===== src/rtl/vig_pkg.sv =====
// Shared types and ASCII helpers for the Vigenere keystream front end.
// Letters are 0..25 in LETTER_W bits; ASCII classification is pure arithmetic.
package vig_pkg;

  localparam int ALPHA    = 26;
  localparam int LETTER_W = 5;

  typedef enum logic [1:0] {
    NOKEY = 2'd0,
    LOAD  = 2'd1,
    RUN   = 2'd2
  } state_t;

  // Unsigned wrap-around makes anything below 'A' (or 'a') fail the range test.
  function automatic logic is_alpha(input logic [7:0] c);
    logic [7:0] u;
    logic [7:0] l;
    u = c - 8'h41;
    l = c - 8'h61;
    return (u < 8'(ALPHA)) || (l < 8'(ALPHA));
  endfunction

  function automatic logic [LETTER_W-1:0] ascii_to_letter(input logic [7:0] c);
    logic [7:0] d;
    if (c <= 8'h5A) begin
      d = c - 8'h41;
    end else begin
      d = c - 8'h61;
    end
    return d[LETTER_W-1:0];
  endfunction

endpackage


===== src/rtl/vig_char_class.sv =====
// Combinational ASCII classifier: alpha flag, case flag and 0..25 letter index.
// Non-alpha characters report letter 0 and upper 0.
module vig_char_class
  import vig_pkg::*;
(
  input  logic [7:0]          ch,
  output logic                alpha,
  output logic                upper,
  output logic [LETTER_W-1:0] letter
);

  // Classify one character
  always_comb begin
    alpha  = is_alpha(ch);
    upper  = alpha & (ch <= 8'h5A);
    letter = alpha ? ascii_to_letter(ch) : {LETTER_W{1'b0}};
  end

endmodule


===== src/rtl/vigenere_keystream_gen.sv =====
// Keyword store plus text classifier: emits (letter, key letter) pairs for alpha chars,
// passthrough records for everything else, through a single output register.
module vigenere_keystream_gen
  import vig_pkg::*;
#(
  parameter int KEY_MAX = 16,
  parameter int IDX_W   = $clog2(KEY_MAX)
) (
  input  logic                clk,
  input  logic                reset,
  input  logic                kl_valid,
  output logic                kl_ready,
  input  logic [7:0]          kl_char,
  input  logic                kl_last,
  input  logic                pt_valid,
  output logic                pt_ready,
  input  logic [7:0]          pt_char,
  output logic                o_valid,
  input  logic                o_ready,
  output logic [LETTER_W-1:0] o_letter,
  output logic [LETTER_W-1:0] o_key,
  output logic                o_upper,
  output logic                o_pass,
  output logic [7:0]          o_char,
  output logic [IDX_W:0]      key_len,
  output logic                key_err
);

  localparam logic [IDX_W:0] KEY_MAX_W = KEY_MAX[IDX_W:0];
  localparam logic [IDX_W:0] ONE_W     = {{IDX_W{1'b0}}, 1'b1};

  state_t                state_r;
  state_t                state_s;
  logic [LETTER_W-1:0]   key_r [KEY_MAX];
  logic [IDX_W:0]        wr_r;
  logic [IDX_W-1:0]      idx_r;

  logic                  kl_alpha_s;
  logic                  unused_kl_upper;
  logic [LETTER_W-1:0]   kl_letter_s;
  logic                  pt_alpha_s;
  logic                  pt_upper_s;
  logic [LETTER_W-1:0]   pt_letter_s;

  logic                  loading_s;
  logic [IDX_W:0]        wr_base_s;
  logic                  err_base_s;
  logic                  kl_fire_s;
  logic                  kl_wr_s;
  logic [IDX_W:0]        kl_count_s;
  logic                  pt_fire_s;
  logic                  idx_last_s;

  vig_char_class u_kl_class (
    .ch     (kl_char),
    .alpha  (kl_alpha_s),
    .upper  (unused_kl_upper),
    .letter (kl_letter_s)
  );

  vig_char_class u_pt_class (
    .ch     (pt_char),
    .alpha  (pt_alpha_s),
    .upper  (pt_upper_s),
    .letter (pt_letter_s)
  );

  // Handshake qualifiers; a load that starts from NOKEY/RUN sees a cleared pointer and error
  always_comb begin
    loading_s  = (state_r == LOAD);
    wr_base_s  = loading_s ? wr_r : {(IDX_W+1){1'b0}};
    err_base_s = loading_s ? key_err : 1'b0;
    kl_fire_s  = kl_valid & kl_ready;
    kl_wr_s    = kl_alpha_s & (wr_base_s < KEY_MAX_W);
    kl_count_s = wr_base_s + {{IDX_W{1'b0}}, kl_wr_s};
    pt_fire_s  = pt_valid & pt_ready;
    idx_last_s = ({1'b0, idx_r} == (key_len - ONE_W));
  end

  // FSM state register
  always_ff @(posedge clk or negedge reset) begin
    if (!reset) begin
      state_r <= NOKEY;
    end else begin
      state_r <= state_s;
    end
  end

  // FSM next state: any accepted key letter moves toward LOAD, kl_last commits
  always_comb begin
    state_s = state_r;
    case (state_r)
      NOKEY, LOAD, RUN: begin
        if (kl_fire_s) begin
          if (kl_last) begin
            state_s = (kl_count_s != {(IDX_W+1){1'b0}}) ? RUN : NOKEY;
          end else begin
            state_s = LOAD;
          end
        end else begin
          state_s = state_r;
        end
      end
      default: state_s = NOKEY;
    endcase
  end

  // FSM outputs; in RUN a waiting text char wins over a rekey request
  always_comb begin
    kl_ready = 1'b0;
    pt_ready = 1'b0;
    case (state_r)
      NOKEY, LOAD: begin
        kl_ready = 1'b1;
        pt_ready = 1'b0;
      end
      RUN: begin
        kl_ready = ~o_valid & ~pt_valid;
        pt_ready = ~o_valid | o_ready;
      end
      default: begin
        kl_ready = 1'b0;
        pt_ready = 1'b0;
      end
    endcase
  end

  // Key store, write pointer, committed length and sticky error
  always_ff @(posedge clk or negedge reset) begin
    if (!reset) begin
      for (int i = 0; i < KEY_MAX; i++) begin
        key_r[i] <= {LETTER_W{1'b0}};
      end
      wr_r    <= {(IDX_W+1){1'b0}};
      key_len <= {(IDX_W+1){1'b0}};
      key_err <= 1'b0;
    end else if (kl_fire_s) begin
      if (kl_wr_s) begin
        key_r[wr_base_s[IDX_W-1:0]] <= kl_letter_s;
      end
      wr_r    <= kl_count_s;
      key_err <= err_base_s | ~kl_wr_s;
      key_len <= kl_last ? kl_count_s : {(IDX_W+1){1'b0}};
    end
  end

  // Output register and cyclic key read index
  always_ff @(posedge clk or negedge reset) begin
    if (!reset) begin
      idx_r    <= {IDX_W{1'b0}};
      o_valid  <= 1'b0;
      o_letter <= {LETTER_W{1'b0}};
      o_key    <= {LETTER_W{1'b0}};
      o_upper  <= 1'b0;
      o_pass   <= 1'b0;
      o_char   <= 8'h00;
    end else begin
      if (kl_fire_s) begin
        idx_r <= {IDX_W{1'b0}};
      end else if (pt_fire_s && pt_alpha_s) begin
        idx_r <= idx_last_s ? {IDX_W{1'b0}} : idx_r + {{(IDX_W-1){1'b0}}, 1'b1};
      end
      if (pt_fire_s) begin
        o_valid  <= 1'b1;
        o_letter <= pt_letter_s;
        o_key    <= pt_alpha_s ? key_r[idx_r] : {LETTER_W{1'b0}};
        o_upper  <= pt_upper_s;
        o_pass   <= ~pt_alpha_s;
        o_char   <= pt_char;
      end else if (o_ready) begin
        o_valid <= 1'b0;
      end
    end
  end

endmodule


===== config.mk =====
export PLATFORM = sky130hd
export DESIGN_NAME = vigenere_keystream_gen
export DESIGN_NICKNAME = d
export VERILOG_FILES = /design/src/rtl/vig_pkg.sv /design/src/rtl/vig_char_class.sv /design/src/rtl/vigenere_keystream_gen.sv
export SDC_FILE = /design/constraint.sdc
export NUM_CORES = 1
export LEC_CHECK = 0
export ABC_AREA = 1
export BUFFER_PORTS_ARGS = -buffer_cell sky130_fd_sc_hd__buf_2
export CORE_MARGIN = 1.5
export CORE_UTILIZATION = 50
export DETAILED_ROUTE_END_ITERATION = 7
export PLACE_DENSITY = 0.68
export SYNTH_ARGS = -nofsm -noshare
export SYNTH_HDL_FRONTEND = slang
export SYNTH_SLANG_ARGS = --single-unit
export TNS_END_PERCENT = 1

===== constraint.sdc =====
create_clock -name clk -period 3.05 [get_ports clk]
set_clock_uncertainty 0.05 [all_clocks]
set_input_delay 0.61 -clock clk [delete_from_list [all_inputs] [get_ports clk]]
set_output_delay 0.61 -clock clk [all_outputs]
set_load 0.1 [all_outputs]

==> impl_metrics.csv, run 1 <==
group,metric,value,unit
timing,worst_slew_pin_slew,649,ps
logic_synthesis,synth.area.top_cells,"dfrtp_1 (48%), nand2_1 (18%), nand3_1 (11%)",
clock_tree,path_clk_slew,50,ps
timing,rsz0062_at_grt,"false",
clock_tree,htree_levels,4,
timing,period_needed,2560,ps
logic_synthesis,synth_nets,839,
routing,drt_iter0_drc,491,
floorplanning,num_io_pins,51,
setup_path,r2r-start,"state_r[0]$_DFFE_PN0P_",
clock_tree,clk_latency,420,ps
routing,ant_nets,0,
routing,wl,16600,um
layout,fill_cells,1092,
timing,setup_viol,0,
timing,slew_headroom,56.8,%
logic_synthesis,synthTopCellsByCount,"nand2_1 (288), nand3_1 (139), dfrtp_1 (118)",
logic_synthesis,syn_area,6170,um2
clock_tree,hold_buffers,0,
routing,wl_per_cell,16.2,um
pwr,power.leakage,3.74,nW
routing,drc,0,
pwr,netSwitchingFraction,42.7,%
floorplanning,start_util,51.4,%
pwr,clkPwrFrac,33.2,%
logic_synthesis,synth_cell_types,31,
grt,grt_remaining_overflow,0,
logic_synthesis,yosysWarnings,0,
setup_path,critical_path.slowest_cell,"or2_2",
grt,grt_first_pass_wirelength,27300,um
setup_path,crit_required,3340,ps
routing,dr.pass1.iters,5,
pwr,switching_power,0.00258,W
timing,period_share,83.9,%
place,gp_congestion,0.893,
grt,antenna_found_initial,0,
routing,met2_length,7830,um
setup_path,r2r_cells,11,
clock_tree,clock-root-buffer,"clkbuf_16",
hold_path,hp-class,"in2async",
setup_path,cp_num_buf_inv,2,
clock_tree,cts_tree,"built",
logic_synthesis,synth_edf_count,0,
layout,antenna_cells,0,
place,pre_cts_ws,80.2,ps
job,drv_cap,0,
setup_path,critPathMaxFanout,6,
clock_tree,post_cts.repair.setup_buffers,0,
layout,drive_above_1_share,12.6,%
setup_path,reg2reg_to,"key_len[4]$_DFFE_PN0P_",
logic_synthesis,yosysSeqAreaShare,47.9,%
run_status,status,"completed",
logic_synthesis,synth_top_area_share,47.9,%
clock_tree,cts_resized,0,
logic_synthesis,ys_seq_elements,118,
logic_synthesis,synth.avg_cell_area,7.62,um2
floorplanning,die_area,13000,um2
floorplanning,die_h,114,um
setup_path,worstPathArrival,2850,ps
setup_path,cpMostUsedCell,"nand2_1",
routing,via_per_inst,5.65,
layout,multiInputGateArea,2850,um2
setup_path,max_stage_delay,300,ps
routing,route.met3.wl,1050,um
timing,hold_viol_final,0,
logic_synthesis,ys.flop_type,"dfrtp_1",
pwr,powerDensity,847,nW/um2
clock_tree,clockBufferDepth,2,
setup_path,crit_chain,"buf_2, inv_1, ha_1, nand2_1, nand2_1, nand2_1, nand2_1, nand2_1, nor2_2, nand3_2, nor2_4, ha_1, ha_1, nand2_1, xor2_1, or2_2, o21ai_0",
logic_synthesis,synth.most_common_cell,"nand2_1",
timing,drv_slew,0,
logic_synthesis,synthArstFlopShare,100,%
floorplanning,coreArea,12000,um2
pwr,p_comb_share,35.8,%
floorplanning,rows,40,
setup_path,critPathTopFamily,"simple AND/OR/NAND/NOR gates",
timing,setup_tns,0,ps
pwr,pwr-share-seq,30.9,%
setup_path,start_kind,"input pin",
routing,wl_met1,7330,um
floorplanning,fp.dieW,114,um
setup_path,rrSetupSlack,590,ps
setup_path,crit_type,"in2reg",
routing,top_layer,"met4",
grt,grt_max_degree,81,
grt,grt_use_total,27.3,%
timing,max_freq,391,MHz
layout,fin_nets,888,
layout,area_growth,15.5,%
logic_synthesis,synth_cells,810,
place,port_buffers,50,
place,dpl.hpwl,10800,um
pwr,p_int,0.00346,W
pwr,ir_drop,0.444,mV
routing,vias,5756,
clock_tree,numCtsBuffers,17,
logic_synthesis,yosys.area.top_type,"dfrtp_1",
clock_tree,numClockSinks,118,
layout,ff_latch_area,2950,um2
grt,grt_pass1_vias,5519,
setup_path,cp-end-kind,"register",
timing,layout_setup_ws,491,ps
## per-stage QoR
step / util (%) / instance area, um2 / instances / total power [W] / hold WS [ps]
after global placement: 54.4 / 6530 / 987 / 0.00401 / 402
after floorplan: - / 6170 / 810 / 0.00356 / 264
after detailed placement: 54.4 / 6530 / 987 / 0.00404 / 406
after CTS: 59.3 / 7130 / 1019 / 0.00603 / 113
final: 59.3 / 7130 / 1019 / 0.00603 / 93.8
after global routing: 59.3 / 7130 / 1019 / 0.00628 / 131
## worst register-to-register path, cell delays in order (launching register included)
cell and delay [ps]:
dfrtp_1 470, inv_1 110, nor2_4 170, inv_1 150, nor2_1 320, nor2_4 70
ha_1 220, ha_1 210, nand2_1 90, xor2_1 80, or2_2 300, o21ai_0 160
## worst max-delay path by stage
stage,from,end,slack [ps],depth (start not counted)
after floorplan,o_valid$_DFFE_PN0P_,key_r[0]$_DFFE_PN0P_,-580,6
after global placement,kl_char[0],key_len[4]$_DFFE_PN0P_,210,17
after detailed placement,kl_char[0],key_len[4]$_DFFE_PN0P_,80,17
after CTS,kl_char[0],key_len[4]$_DFFE_PN0P_,490,17
after global routing,kl_char[0],key_len[4]$_DFFE_PN0P_,310,17
final,kl_char[0],key_len[4]$_DFFE_PN0P_,490,17
## power groups by stage
stage               Clock (W)  Combinational, W  Sequential, W
floorplan                   0          0.000889        0.00268
CTS                   0.00201           0.00215        0.00186
detailed placement          0           0.00215        0.00189
global placement            0           0.00213        0.00188
global route          0.00210           0.00230        0.00189
finish                0.00201           0.00216        0.00187
## state kept, by name (all words and copies together), names as in the netlist
| name | cells |
|---|---|
| idx_r | 4 |
| key_err | 1 |
| o_valid | 1 |
| key_len | 5 |
| o_pass | 1 |
| o_upper | 1 |
| key_r | 80 |
| o_key | 5 |
| o_char | 8 |
| o_letter | 5 |
| state_r | 2 |
| wr_r | 5 |
## cell type report
cell class / count / area share, %
Sequential cell: 118 / 41.4
Inverter: 43 / 2.26
Clock buffer: 23 / 6.99
Multi-Input combinational cell: 615 / 40.0
Tap cell: 147 / 2.58
Timing Repair Buffer: 64 / 5.37
Clock inverter: 9 / 1.37
## logic make-up after synthesis
family	after synthesis	share of synthesized area [%]
AOI/OAI and AO/OA	78	7.26
xor gates and xnor gates	12	1.70
and+or+nand+nor	518	35.7
DFF	118	47.9
adders and majority gates	7	1.42
buffers and inverters	77	6.09
## cells in the final DEF, fill, tap and decap left out
cell type   instances
buf_2              49
nor2_1             70
o211ai_1            2
clkbuf_16          17
nor3_2              1
nor2_2              1
o21ai_0            58
ha_1                7
nor4_1              1
o2111ai_1           7
nand3_2             1
nor3_1              3
buf_4              13
a32oi_1             1
a41oi_1             1
o221ai_1            3
bufinv_16           2
or2_2               4
clkbuf_8            5
clkinv_2            6
buf_12              2
nor4_4              1
dfrtp_1           118
nand4_1             4
inv_1              39
nand3_1           139
xor2_1              8
clkinv_1            3
nand2_2             1
nand2_1           288
clkbuf_1            1
inv_2               1
o31ai_2             1
a21oi_1             5
nor2_4              4
clkinvlp_4          1
xnor2_1             4
## metal layers
layer / global-route usage [%] / up-vias
met5: 0 / -
met4: 12.0 / 0
met3: 4.87 / 30
met2: 43.2 / 238
met1: 36.9 / 2736
li1: - / 2752
Power figures use the tool's default switching activity.
==> run 2, diff against run 1 <==
clock period = 2.6 ns   (was 3.05 ns; I/O delays follow)
==> run 2 against run 1 <==
Compared with the run above: setup slack worse by 200 ps; sequential cell count stayed put; critical path depth is 7 lower; critical endpoint is now state_r[1]$_DFFE_PN0P_.
==> impl_metrics.csv, run 2 (synthesis results as in run 1) <==
group,metric,value,unit
run_status,status,"completed",
floorplanning,coreArea,12000,um2
floorplanning,rows,40,
layout,antenna_cells,0,
floorplanning,die_area,13000,um2
routing,via_per_inst,5.64,
timing,worst_slew_pin_slew,606,ps
setup_path,crit_path_start,"state_r[1]$_DFFE_PN0P_",
timing,rsz0062_at_grt,"false",
grt,grt_first_pass_wirelength,27300,um
grt,antenna_found_initial,0,
setup_path,critPathMaxFanout,7,
routing,ant_nets,0,
setup_path,max_stage_delay,450,ps
setup_path,start_kind,"register",
routing,drt_iter0_drc,539,
floorplanning,die_h,114,um
timing,drv_slew,0,
routing,wl_per_cell,15.8,um
setup_path,r2r_cells,10,
job,drv_cap,0,
timing,period_needed,2300,ps
layout,largest_register,"key_r",
layout,drive_above_1_share,14.0,%
floorplanning,num_io_pins,51,
setup_path,critPathTopFamily,"simple AND/OR/NAND/NOR gates",
clock_tree,numCtsBuffers,17,
place,dpl.hpwl,10900,um
clock_tree,hold_buffers,0,
hold_path,hp-class,"in2async",
floorplanning,fp.dieW,114,um
grt,grt_max_degree,81,
setup_path,cp-end-kind,"register",
routing,wl,16200,um
setup_path,crit_type,"reg2reg",
routing,vias,5784,
place,gp_congestion,0.923,
layout,final_common_cell,"nand2_1",
setup_path,critical_path.slowest_cell,"dfrtp_1",
layout,final_cell_mix,"nand2_1 (287), nand3_1 (139), dfrtp_1 (117)",
pwr,power.leakage,3.77,nW
setup_path,cpMostUsedCell,"nor2_4",
routing,dr.pass1.iters,5,
timing,slew_headroom,59.6,%
setup_path,crit_cells,10,
pwr,powerDensity,983,nW/um2
timing,hold_viol_final,0,
pwr,power,0.00708,W
layout,fin_nets,896,
clock_tree,post_cts.repair.setup_buffers,0,
grt,grt_pass1_vias,5559,
pwr,ir_drop,0.605,mV
layout,area_growth,16.8,%
clock_tree,path_clk_slew,50,ps
timing,setup_viol,0,
grt,grt_use_total,26.7,%
setup_path,cp_num_buf_inv,2,
clock_tree,cts_resized,0,
setup_path,crit_required,2830,ps
clock_tree,clk_latency,420,ps
layout,reg_top3,"key_r: 80 flops, o_char: 8 flops",
clock_tree,cts_tree,"built",
clock_tree,clock-root-buffer,"clkbuf_16",
setup_path,worstPathArrival,2530,ps
layout,largest_reg_flops,80,
setup_path,crit_chain,"nor2_4, inv_1, nor2_1, nor2_4, ha_1, ha_2, buf_4, xnor2_1, nor3_1, a41oi_1",
grt,grt_remaining_overflow,0,
routing,drc,0,
clock_tree,clockBufferDepth,2,
floorplanning,start_util,51.4,%
timing,hold_ws,59.7,ps
timing,max_freq,434,MHz
clock_tree,numClockSinks,118,
clock_tree,htree_levels,4,
place,port_buffers,50,
timing,period_share,88.6,%
setup_path,r2r-start,"state_r[1]$_DFFE_PN0P_",
run 2: metrics by stage:
stage / cells / setup WS (ps) / utilization [%] / area [um2] / setup TNS [ps]
after floorplan: 810 / -69.4 / - / 6210 / -78.0
after global placement: 995 / 6.81 / 55.1 / 6620 / 0
after detailed placement: 995 / -105 / 55.1 / 6620 / -119
after CTS: 1026 / 294 / 60.0 / 7200 / 0
after global routing: 1026 / 154 / 60.0 / 7200 / 0
final: 1026 / 296 / 60.0 / 7200 / 0
run 2: path summary, 6_finish.rpt:
| kind | slack (ps) | endpoint |
|---|---|---|
| max | 300 | state_r[1]$_DFFE_PN0P_ |
| min | 60 | o_char[3]$_DFFE_PN0P_ |
| max reg2reg | 300 | state_r[1]$_DFFE_PN0P_ |
| min reg2reg | 410 | o_char[7]$_DFFE_PN0P_ |
| max in group asynchronous | 1770 | key_r[23]$_DFFE_PN0P_ |
| min in group clk | 240 | o_valid$_DFFE_PN0P_ |
run 2: cell type report:
cell class / count / area [um2]
fillers: 1077 / 4810
multi-input cells: 615 / 2880
flip-flops and latches: 118 / 2950
clock buffers: 21 / 480
clock inverters: 10 / 103
inverters: 43 / 161
well taps: 147 / 184
repair buffers: 72 / 443
run 2: where the power goes:
group	total [W]	internal [W]	switching (W)	leakage, nW
sequential	0.00216	0.00204	0.000127	1.62
combinational	0.00262	0.000534	0.00209	1.86
clock	0.00229	0.00149	0.000802	0.294
run 2: routing by layer:
layer | share of wire, % | GRT usage [%] | routed length (um) | vias up
met4 | 2.3 | 10.6 | 369 | 0
met1 | 46 | 37.3 | 7370 | 2734
met2 | 46 | 41.4 | 7440 | 244
met3 | 6.2 | 5.13 | 1000 | 37
li1 | - | - | - | 2769
met5 | 0 | 0 | 0 | -
==> run 3, diff against run 2 <==
PLACE_DENSITY = 0.69   (was 0.68)
==> run 3 against run 2 <==
Compared with the run above: sequential share of layout area rose by 0.064 points; count of clock-buffer cells in the layout down 1; total power down 1.3%; final cell count is essentially flat; core utilization decreased by 0.094 points; hold slack better by 200 ps; largest power group unchanged; critical path depth up 7.
==> impl_metrics.csv, run 3 (synthesis results as in run 1) <==
group,metric,value,unit
timing,worst_slew_pin_slew,613,ps
grt,antenna_found_initial,0,
pwr,p_comb_share,37.4,%
clock_tree,numClockSinks,118,
pwr,switching_power,0.00301,W
timing,setup_tns,0,ps
setup_path,critPathMaxFanout,5,
timing,period_share,90.1,%
pwr,clkPwrFrac,31.7,%
run_status,status,"completed",
routing,drc,0,
pwr,ir_drop,0.554,mV
layout,reg_top3,"key_r: 80 flops, o_char: 8 flops",
place,port_buffers,50,
setup_path,cp-end-kind,"register",
layout,area_growth,16.6,%
layout,fin_nets,896,
clock_tree,htree_levels,4,
layout,final_cell_mix,"nand2_1 (287), nand3_1 (139), dfrtp_1 (117)",
timing,drv_slew,0,
floorplanning,rows,40,
floorplanning,die_area,13000,um2
clock_tree,cts_tree,"built",
layout,final_util,59.9,%
timing,period_needed,2340,ps
layout,final_common_cell,"nand2_1",
floorplanning,die_h,114,um
pwr,p_int,0.00398,W
pwr,pwr-share-seq,31.0,%
timing,max_freq,427,MHz
hold_path,hp-class,"in2reg",
pwr,netSwitchingFraction,43.0,%
clock_tree,clk_latency,420,ps
grt,grt_remaining_overflow,0,
pwr,power.leakage,3.76,nW
clock_tree,cts_resized,0,
routing,dr.pass1.iters,8,
layout,drive_above_1_share,13.8,%
timing,setup_viol,0,
setup_path,rrSetupSlack,270,ps
place,pre_cts_ws,-137,ps
clock_tree,clock-root-buffer,"clkbuf_16",
floorplanning,num_io_pins,51,
routing,wl_per_cell,15.9,um
layout,largest_register,"key_r",
clock_tree,path_clk_slew,50,ps
setup_path,crit_type,"in2reg",
clock_tree,numCtsBuffers,17,
layout,largest_reg_flops,80,
grt,grt_use_total,27.0,%
pwr,powerDensity,972,nW/um2
setup_path,crit_required,2890,ps
job,drv_cap,0,
floorplanning,coreArea,12000,um2
layout,antenna_cells,0,
setup_path,worstPathArrival,2630,ps
grt,grt_max_degree,81,
timing,hold_viol_final,0,
routing,ant_nets,0,
routing,wl,16300,um
timing,rsz0062_at_grt,"false",
routing,drt_iter0_drc,375,
clock_tree,clockBufferDepth,2,
place,dpl.hpwl,10900,um
timing,layout_setup_ws,257,ps
floorplanning,start_util,51.4,%
timing,slew_headroom,59.0,%
grt,grt_first_pass_wirelength,27400,um
floorplanning,fp.dieW,114,um
timing,hold_ws,258,ps
layout,fill_cells,1136,
place,gp_congestion,0.908,
routing,vias,5740,
routing,via_per_inst,5.59,
setup_path,start_kind,"input pin",
grt,grt_pass1_vias,5589,
==> run 3: path summary, 6_finish.rpt <==
kind,start,end,depth (start not counted)
max,kl_char[1],key_len[4]$_DFFE_PN0P_,17
min,o_ready,o_valid$_DFFE_PN0P_,2
max reg2reg,state_r[1]$_DFFE_PN0P_,key_len[2]$_DFFE_PN0P_,10
min reg2reg,o_char[7]$_DFFE_PN0P_,o_char[7]$_DFFE_PN0P_,2
max in group asynchronous,reset,key_r[38]$_DFFE_PN0P_,3
min in group asynchronous,reset,o_char[3]$_DFFE_PN0P_,2
==> run 3: critical path: stages <==
cell and delay, ps:
buf_2 100, inv_1 80, ha_4 170, nand2_1 60, nand2_1 60, nand2_1 60
nand2_1 80, nand2_1 80, nor2_2 160, nand3_2 110, nor2_4 120, ha_1 180
ha_2 190, nand2_1 70, xor2_1 160, or2_2 290, o21ai_0 140
==> run 3: final cells by class <==
type	count	area, um2	share of cell area, %
multi-input cells	615	2880	40.0
flip-flops and latches	118	2950	41.1
repair buffers	72	458	6.37
clock buffers	20	447	6.21
well taps	147	184	2.56
clock inverters	12	110	1.53
inverters	43	161	2.24
==> run 3: per-layer routing <==
layer / share of wire (%) / global-route usage, % / vias up
li1: - / - / 2768
met1: 45 / 36.9 / 2721
met2: 46 / 42.6 / 213
met3: 6.1 / 5.24 / 38
met4: 2.5 / 11.2 / 0
met5: 0 / 0 / -
==> run 3: per-stage QoR <==
stage / cell area [um2] / power, W / std cells
5_1_grt: 7190 / 0.00731 / 1027
3_5_place_dp: 6620 / 0.00479 / 994
3_3_place_gp: 6620 / 0.00475 / 994
4_1_cts: 7190 / 0.00700 / 1027
6_report: 7190 / 0.00699 / 1027
2_1_floorplan: 6210 / 0.00420 / 810
==> run 3: power groups by stage <==
stage | Sequential [W] | Clock (W) | Combinational, W
6_report | 0.00217 | 0.00221 | 0.00261
5_1_grt | 0.00219 | 0.00233 | 0.00280
4_1_cts | 0.00216 | 0.00224 | 0.00260
3_5_place_dp | 0.00219 | 0 | 0.00259
3_3_place_gp | 0.00219 | 0 | 0.00256
2_1_floorplan | 0.00314 | 0 | 0.00105
==> run 3: what timing repair did <==
action	CTS	global route
hold buffers	1	0
hold endpoints to repair	20	0
buffers inserted	0	0
